`config.mk`:
```
export PLATFORM = sky130hd
export DESIGN_NAME = pit_multi
export DESIGN_NICKNAME = d
export VERILOG_FILES = /design/src/rtl/pit_multi.sv
export SDC_FILE = /design/constraint.sdc
export NUM_CORES = 1
export LEC_CHECK = 0
export ABC_CLOCK_PERIOD_IN_PS = 6150
export BUFFER_PORTS_ARGS = -buffer_cell sky130_fd_sc_hd__buf_2
export CAP_MARGIN = 10
export CORE_MARGIN = 2
export CORE_UTILIZATION = 35
export CTS_CLUSTER_DIAMETER = 50
export DETAILED_ROUTE_END_ITERATION = 12
export SLEW_MARGIN = 20
export SYNTH_ARGS = -nofsm -noshare
export SYNTH_HDL_FRONTEND = slang
export SYNTH_SLANG_ARGS = --single-unit
```
`constraint.sdc`:
```
create_clock -name s_axi_aclk -period 6.15 [get_ports s_axi_aclk]
set_input_delay 1.23 -clock s_axi_aclk [delete_from_list [all_inputs] [get_ports s_axi_aclk]]
set_output_delay 1.23 -clock s_axi_aclk [all_outputs]
set_load 0.1 [all_outputs]
```
`src/rtl/pit_multi.sv`:
```
// pit_multi: NUM_CHANNELS down-counter interval timers behind an AXI4-Lite slave, masked pending flags ORed onto irq
// Ports: s_axi_aclk / s_axi_aresetn (async, active-low); s_axi_aw*/w*/b* write channel; s_axi_ar*/r* read channel;
//        irq = OR over channels of (PENDING & CTRL.IE). Channel n occupies 0x10*n: CTRL, LOAD, COUNT, STATUS.
module pit_multi #(
  parameter int C_S_AXI_ADDR_WIDTH = 6,
  parameter int NUM_CHANNELS       = 4,
  parameter int COUNTER_WIDTH      = 32
) (
  input  logic                          s_axi_aclk,
  input  logic                          s_axi_aresetn,
  input  logic                          s_axi_awvalid,
  output logic                          s_axi_awready,
  input  logic [C_S_AXI_ADDR_WIDTH-1:0] s_axi_awaddr,
  input  logic [2:0]                    s_axi_awprot,
  input  logic                          s_axi_wvalid,
  output logic                          s_axi_wready,
  input  logic [31:0]                   s_axi_wdata,
  input  logic [3:0]                    s_axi_wstrb,
  output logic                          s_axi_bvalid,
  input  logic                          s_axi_bready,
  output logic [1:0]                    s_axi_bresp,
  input  logic                          s_axi_arvalid,
  output logic                          s_axi_arready,
  input  logic [C_S_AXI_ADDR_WIDTH-1:0] s_axi_araddr,
  input  logic [2:0]                    s_axi_arprot,
  output logic                          s_axi_rvalid,
  input  logic                          s_axi_rready,
  output logic [31:0]                   s_axi_rdata,
  output logic [1:0]                    s_axi_rresp,
  output logic                          irq
);
  localparam int AW = C_S_AXI_ADDR_WIDTH;
  localparam int CW = COUNTER_WIDTH;
  typedef enum logic [1:0] {W_IDLE, W_ACCEPT, W_RESP} w_state_t;
  typedef enum logic [1:0] {R_IDLE, R_ACCEPT, R_DATA} r_state_t;
  w_state_t r_wstate, w_wnext;
  r_state_t r_rstate, w_rnext;
  logic [AW-3:0] r_waddr, r_raddr;
  logic [31:0] r_wdata, r_rdata, w_rsel;
  logic [3:0] r_wstrb;
  logic [1:0] r_bresp, r_rresp;
  logic [31:0] w_rword [NUM_CHANNELS];
  logic [NUM_CHANNELS-1:0] w_irq;
  int w_wch, w_rch;
  logic w_wok, w_rok, w_wacc, w_unused;

  function automatic logic [31:0] merge(input logic [31:0] o, input logic [31:0] n, input logic [3:0] s);
    for (int b = 0; b < 4; b++) o[8*b +: 8] = s[b] ? n[8*b +: 8] : o[8*b +: 8];
    return o;
  endfunction

  // LOAD of 0 behaves like LOAD of 1: counter parks at 0 and expires every cycle
  function automatic logic [CW-1:0] reload(input logic [CW-1:0] v);
    return (v == '0) ? '0 : v - CW'(1);
  endfunction

  assign w_unused = ^{s_axi_awprot, s_axi_arprot, s_axi_awaddr[1:0], s_axi_araddr[1:0]};
  assign w_wch = int'(r_waddr[AW-3:2]);
  assign w_rch = int'(r_raddr[AW-3:2]);
  assign w_wok = w_wch < NUM_CHANNELS;
  assign w_rok = w_rch < NUM_CHANNELS;
  assign w_wacc = r_wstate == W_ACCEPT;

  always_ff @(posedge s_axi_aclk or negedge s_axi_aresetn) begin
    if (!s_axi_aresetn) begin
      r_wstate <= W_IDLE;
      r_rstate <= R_IDLE;
    end else begin
      r_wstate <= w_wnext;
      r_rstate <= w_rnext;
    end
  end

  always_comb begin
    w_wnext = r_wstate;
    w_rnext = r_rstate;
    if (r_wstate == W_IDLE && s_axi_awvalid && s_axi_wvalid) w_wnext = W_ACCEPT;
    else if (r_wstate == W_ACCEPT) w_wnext = W_RESP;
    else if (r_wstate == W_RESP && s_axi_bready) w_wnext = W_IDLE;
    if (r_rstate == R_IDLE && s_axi_arvalid) w_rnext = R_ACCEPT;
    else if (r_rstate == R_ACCEPT) w_rnext = R_DATA;
    else if (r_rstate == R_DATA && s_axi_rready) w_rnext = R_IDLE;
    s_axi_awready = w_wacc;
    s_axi_wready = w_wacc;
    s_axi_bvalid = r_wstate == W_RESP;
    s_axi_arready = r_rstate == R_ACCEPT;
    s_axi_rvalid = r_rstate == R_DATA;
  end

  always_ff @(posedge s_axi_aclk or negedge s_axi_aresetn) begin
    if (!s_axi_aresetn) begin
      r_waddr <= '0;
      r_wdata <= '0;
      r_wstrb <= '0;
      r_bresp <= '0;
      r_raddr <= '0;
      r_rdata <= '0;
      r_rresp <= '0;
    end else begin
      if (r_wstate == W_IDLE && s_axi_awvalid && s_axi_wvalid) begin
        r_waddr <= s_axi_awaddr[AW-1:2];
        r_wdata <= s_axi_wdata;
        r_wstrb <= s_axi_wstrb;
      end
      if (w_wacc) r_bresp <= w_wok ? 2'b00 : 2'b10;
      if (r_rstate == R_IDLE && s_axi_arvalid) r_raddr <= s_axi_araddr[AW-1:2];
      if (r_rstate == R_ACCEPT) begin
        r_rdata <= w_rok ? w_rsel : '0;
        r_rresp <= w_rok ? 2'b00 : 2'b10;
      end
    end
  end

  always_comb begin
    w_rsel = '0;
    for (int i = 0; i < NUM_CHANNELS; i++) w_rsel = (w_rch == i) ? w_rword[i] : w_rsel;
  end

  for (genvar c = 0; c < NUM_CHANNELS; c++) begin : g_ch
    logic r_en, r_ie, r_os, r_pend;
    logic [CW-1:0] r_load, r_cnt, w_load_new;
    logic [2:0] w_ctrl_new;
    logic w_sel, w_ctrl_we, w_load_we, w_stat_we, w_exp, w_start;
    assign w_sel = w_wacc && w_wch == c;
    assign w_ctrl_we = w_sel && r_waddr[1:0] == 2'd0;
    assign w_load_we = w_sel && r_waddr[1:0] == 2'd1;
    assign w_stat_we = w_sel && r_waddr[1:0] == 2'd3;
    assign w_ctrl_new = r_wstrb[0] ? r_wdata[2:0] : {r_os, r_ie, r_en};
    assign w_load_new = CW'(merge(32'(r_load), r_wdata, r_wstrb));
    assign w_exp = r_en && r_cnt == '0;
    assign w_start = w_ctrl_we && w_ctrl_new[0] && !r_en;
    always_ff @(posedge s_axi_aclk or negedge s_axi_aresetn) begin
      if (!s_axi_aresetn) begin
        {r_os, r_ie, r_en} <= '0;
        r_pend <= 1'b0;
        r_load <= '0;
        r_cnt <= '0;
      end else begin
        if (w_ctrl_we) {r_os, r_ie, r_en} <= w_ctrl_new;
        else if (w_exp && r_os) r_en <= 1'b0;
        if (w_load_we) r_load <= w_load_new;
        r_cnt <= w_load_we ? reload(w_load_new) : (w_start || w_exp) ? reload(r_load) : r_en ? r_cnt - CW'(1) : r_cnt;
        // expiry outranks a simultaneous write-1-to-clear
        r_pend <= w_exp || (r_pend && !(w_stat_we && r_wstrb[0] && r_wdata[0]));
      end
    end
    assign w_irq[c] = r_pend && r_ie;
    assign w_rword[c] = (r_raddr[1:0] == 2'd0) ? {29'd0, r_os, r_ie, r_en} :
                        (r_raddr[1:0] == 2'd1) ? 32'(r_load) :
                        (r_raddr[1:0] == 2'd2) ? 32'(r_cnt) : {31'd0, r_pend};
  end

  assign irq = |w_irq;
  assign s_axi_bresp = r_bresp;
  assign s_axi_rdata = r_rdata;
  assign s_axi_rresp = r_rresp;
endmodule

```
# [Yosys cells after proc, flatten, opt, wreduce, memory -nomap -nowiden]
# Index checks and enable logic that the tools add are counted.
[op_classes] addsub=12 order_cmp=2 n_eq_ne=14 mux=73 reduce_logical=102
[op_table] cell="$mux W32" n=37
[op_table] cell="$logic_not A32 Y1" n=14
[op_table] cell="$sub A32 B1 Y32 const B" n=12
[op_table] cell="$mux W8" n=16
[op_table] cell="$logic_and A1 B1 Y1" n=53
[op_table] cell="$reduce_bool A3 Y1" n=6
[op_table] cell="$eq A2 B2 Y1 const B" n=8
[op_table] cell="$mux W2" n=8
[op_table] cell="$eq A2 B1 Y1 const B" n=6
[op_table] cell="$mux W1" n=12
[op_table] cell="$logic_not A1 Y1" n=8
[op_table] cell="$logic_not A2 Y1" n=4
[op_table] cell="$logic_or A1 B1 Y1" n=8
[op_table] cell="$reduce_and A2 Y1" n=4
[op_table] cell="$reduce_bool A2 Y1" n=4
[op_table] cell="$lt A2 B3 Y1 const B" n=2
[op_table] cell="$reduce_or A4 Y1" n=1
[totals] ff_bits=356 out_inout_bits=42 word_cells=236

# [Depth between registers and ports, before layout]
[logic_depth] depth_word=9 depth_mapped=16 mapped_depth_nobuf=11

# [Worst setup path before layout]
# OpenSTA, ideal clock, no wires.
[synth_path] path_kind="register to register" start="register r_wstrb[0]" end="register g_ch[0].r_cnt[26]" setup_ns=0.126 t_arrival_ns=4.135 required_ns=6.024 path_slack_ns=1.889 stages_incl_launch_ff=15 path_buffers=6 synth_period_minus_slack_ns=4.261 path_cell_list="dfrtp_1 > buf_6 > buf_2 > buf_1 > clkbuf_1 > clkbuf_1 > mux2i_1 > ha_1 > o211ai_1 > or3_1 > clkbuf_1 > or4_1 > xor2_1 > a211oi_1 > o32a_1"
[synth_via] elab_chain_len=6 elab_cells_between_ends=11 classes_between="add/sub (1); mux (5); reduce/logical (5)"
[synth_rtl] element="start: declaration" line_no="40" source="logic [3:0] r_wstrb;"
[synth_rtl] element="start signal: assignment" line_no="103" source="r_wstrb <= s_axi_wstrb;"
[synth_rtl] element="branches (longest 6 deep; another with $sub A32 B1 Y32)"
[synth_rtl] element="end signal: assignment" line_no="142" source="r_cnt <= w_load_we ? reload(w_load_new) : (w_start || w_exp) ? reload(r_load) : r_en ? r_cnt - CW'(1) : r_cnt;"
[synth_rtl] element="end: declaration" line_no="121" source="logic [CW-1:0] r_load, r_cnt, w_load_new;"
# Several ways; the timed one is not identified.
# A chain may end at the register's enable or synchronous reset.

# [Worst setup path after layout]
[layout_path] start="register r_wstrb[1]" end="register g_ch[2].r_cnt[14]"
[layout_via] elab_chain_len=4 elab_cells_between_ends=5 classes_between="add/sub (1); mux (3); reduce/logical (1)"
[layout_rtl] element="$mux W8 (*)" line_no="48" source="for (int b = 0; b < 4; b++) o[8*b +: 8] = s[b] ? n[8*b +: 8] : o[8*b +: 8];"
[layout_rtl] element="$sub A32 B1 Y32 or $logic_not A32 Y1 (tied branches)" line_no="54" source="return (v == '0) ? '0 : v - CW'(1);"
[layout_rtl] element="$mux W32 (*)" line_no="54"
[layout_rtl] element="$mux W32 (*)" line_no="142"
[layout_rtl] element="end signal: assignment" line_no="142"
[layout_rtl] element="end: declaration" line_no="121"
# Mark *: on every way between the ends. The rest lies on a longest branch, timed or not.

==> results.toml <==
[setup_path]
r2r-start = "r_wstrb[1]"
path_cells = "or3b_1 > a222oi_1 > nand4_1 > o21ai_2 > buf_4 > a2bb2oi_1 > a21oi_1"
rr_worst_depth = 7
rrSetupSlack_ns = 1.81
timing.rr.end = "g_ch[2].r_cnt[14]"
cp_slowest_stage_delay_ns = 0.98
worstPathArrival_ns = 4.79
cp_data_required_time_ns = 6.60
critPathMaxFanout = 39
worstSetupPathType = "flop to flop"
start_kind = "flop"
endpoint_kind = "flop"
crit_slowest_cell = "o21ai_2"

[floorplan]
die_area_mm2 = 0.0805
placementRows = 102
start_util = 0.353
fp.coreArea_mm2 = 0.0775
die_w_um = 284
die_y_um = 284
io_pins = 103

[pwr]
leakagePower_nw = 12.7
power_density_mw_per_mm2 = 716
pwr-share-seq = 0.220
combPwrFrac = 0.626
vdd_ir_drop_max_uv = 375
p_sw_mw = 11.8
intPower_mw = 10.2
swShare = 0.536
pwr-share-clk = 0.153

[finish]
multi_input_area_mm2 = 0.0173
finalInstanceArea_mm2 = 0.0307
layoutNonFillerInstCount = 4270
insertedDiodeCount = 0
fillers = 7860
final-seq-area_mm2 = 0.00882
finalNetCount = 3259
syn_to_final_growth_pct = 12.3
drive_gt1_frac = 0.164

[sta]
finalWorstSetupSlack_ns = 1.81
period_needed_ns = 4.34
hold_slack_ns = 0.470
relSlewSlack = 0.257
setup_viol = 0
worst_slew_pin_slew_ns = 1.11
fin_tns_setup_ns = 0
max_freq_mhz = 231
slew_viol_final = 0
hold_viol_final = 0
rsz0062_at_grt = "no"
post-route-period-util = 0.705
skew_ns = 0.0228

[place]
port_buffers = 88
dp_slack_ns = 1.81
placed_cells_incl_taps = 4163
dpl_cell_area_mm2 = 0.0288
gp_congestion = 0.994
dp_hpwl_um = 83200

[drt]
via_per_inst = 6.21
first_iter_violations = 3109
drc = 0
drtPass1Iterations = 9
drtAntennaViolNets = 0
wl_per_cell_um = 26.2
vias = 26500
drt-total-wl_um = 112000

[clock_network]
cts_tree = "yes"
post-cts-setup-buffer-count = 0
clock-root-buffer = "clkbuf_16"
cts_buffers = 57
ctsHoldBuffers = 0
clock_sinks = 352
htreeDepth = 2
clk_path_buf_depth = 3
clock_latency_ns = 0.64
path_clk_slew_ns = 0.06
cts_resized = 0

[global_route]
antenna_found_initial = 1
grt_pass1_vias = 25000
grt_pass1_wl_um = 167000
grt_max_degree = 132
grt_usage = 0.271
gr-total-overflow = 0

[worst_hold_path]
min_path_type = "flop to flop"
worstHoldPathCells = 2
min-delay-start = "s_axi_rdata[26]"
min_to = "s_axi_rdata[26]"

[synthesis]
synth_top_family_by_area = "simple AND/OR/NAND/NOR gates"
synthXorXnorAreaFrac = 0.0857
synth.avg_cell_area_um2 = 8.48
synth_fa_ha_area_frac = 0.00731
synthFlopType = "dfrtp_1"
syn_area_mm2 = 0.0274
synthSimpleGateAreaFrac = 0.225
synthArstFlopShare = 1.00
synthCells = 3228
synth_mux_area_frac = 0.125
synth_compound_area_frac = 0.188
ys_seq_elements = 352
yosys_warnings = 0
yosysSeqAreaShare = 0.322
synth-edff-count = 0
synthDistinctLibCells = 87

[job]
max-cap-violations = 0

[status]
status = "complete, no violations"
-- stage by stage --
step                utilization  power, mW
global route              0.397       23.3
finish                    0.397       22.0
detailed placement        0.371       18.3
global placement          0.371       18.2
floorplan                     -       14.3
CTS                       0.397       21.7
-- power by group through the flow --
stage	combinational, mW	sequential (mW)	clock [mW]
after floorplan	9.98	4.28	0
after global placement	13.4	4.79	0
after detailed placement	13.5	4.81	0
after CTS	13.5	4.77	3.41
after global routing	14.8	4.97	3.51
final	13.8	4.86	3.37
-- cells by family after synthesis --
kind of cell | count (synthesis)
buffers and inverters | 329
muxes | 314
other | 1
and+or+nand+nor | 1200
xor gates and xnor gates | 268
adders and majority gates | 16
AOI/OAI and AO/OA | 748
DFF | 352
-- worst max-delay path by stage --
stage,cells past startpoint,startpoint,to
floorplan,14,r_wstrb[0],g_ch[0].r_cnt[26]
global placement,7,g_ch[2].r_cnt[20],g_ch[2].r_cnt[16]
detailed placement,7,g_ch[2].r_cnt[20],g_ch[2].r_cnt[10]
CTS,7,g_ch[2].r_cnt[20],g_ch[2].r_cnt[16]
global route,8,r_wstrb[1],g_ch[0].r_cnt[3]
finish,7,r_wstrb[1],g_ch[2].r_cnt[14]
-- layout make-up --
cell class                      instances  share of cell area
Clock buffer                           70              0.0517
Timing Repair Buffer                  180              0.0379
Tap cell                             1040              0.0423
Multi-Input combinational cell       2550               0.564
Sequential cell                       352               0.287
Inverter                               41             0.00501
Clock inverter                         37              0.0124
-- per-layer routing --
metal  GRT usage  wire (µm)  vias to the layer above  part of all wire
met5           0          0                        -                 0
met4       0.128       5610                        0             0.050
met3      0.0469       9450                      235             0.084
met2       0.417      49400                     1314              0.44
met1       0.369      47600                    13000              0.42
li1            -          -                    11900                 -
-- cell usage after synthesis (all sizes together), types with 56 or more instances --
library cell | n | share of area
o21ai | 151 | 0.028
nand2 | 240 | 0.033
nor2 | 334 | 0.046
nor4 | 104 | 0.025
a21oi | 138 | 0.025
or3 | 56 | 0.013
nand3 | 59 | 0.011
mux2i | 143 | 0.052
o22ai | 57 | 0.013
clkbuf | 240 | 0.033
mux2 | 166 | 0.068
xor2 | 123 | 0.039
xnor2 | 145 | 0.046
nor3 | 146 | 0.027
dfrtp | 352 | 0.32
-- critical path, delay by kind of cell (launching register included) --
family | cells | cell delay (ns)
AOI/OAI and AO/OA | 4 | 1.82
and+or+nand+nor | 2 | 1.09
DFF | 1 | 0.94
buffers and inverters | 1 | 0.29
-- cell usage in the layout, fill, tap and decap left out, types with 90 or more instances in the layout --
| cell | synthesis | final |
|---|---|---|
| dfrtp_1 | 352 | 346 |
| nor2_1 | 334 | 334 |
| nand2_1 | 240 | 240 |
| mux2_2 | 166 | 166 |
| o21ai_0 | 148 | 147 |
| nor3_1 | 146 | 145 |
| xnor2_1 | 145 | 145 |
| mux2i_1 | 143 | 143 |
| a21oi_1 | 138 | 138 |
| xor2_1 | 123 | 123 |
| nor4_1 | 98 | 97 |
| buf_4 | 7 | 90 |
-- flip-flops by register name (all words and copies together) (netlist names) --
register     flops
g_ch.r_cnt     128
g_ch.r_load    128
r_wdata         32
s_axi_rdata     32
g_ch.r_en        4
g_ch.r_ie        4
g_ch.r_os        4
g_ch.r_pend      4
r_raddr          4
r_waddr          4
r_wstrb          4
r_rstate         2
r_wstate         2
Power figures use the tool's default switching activity.
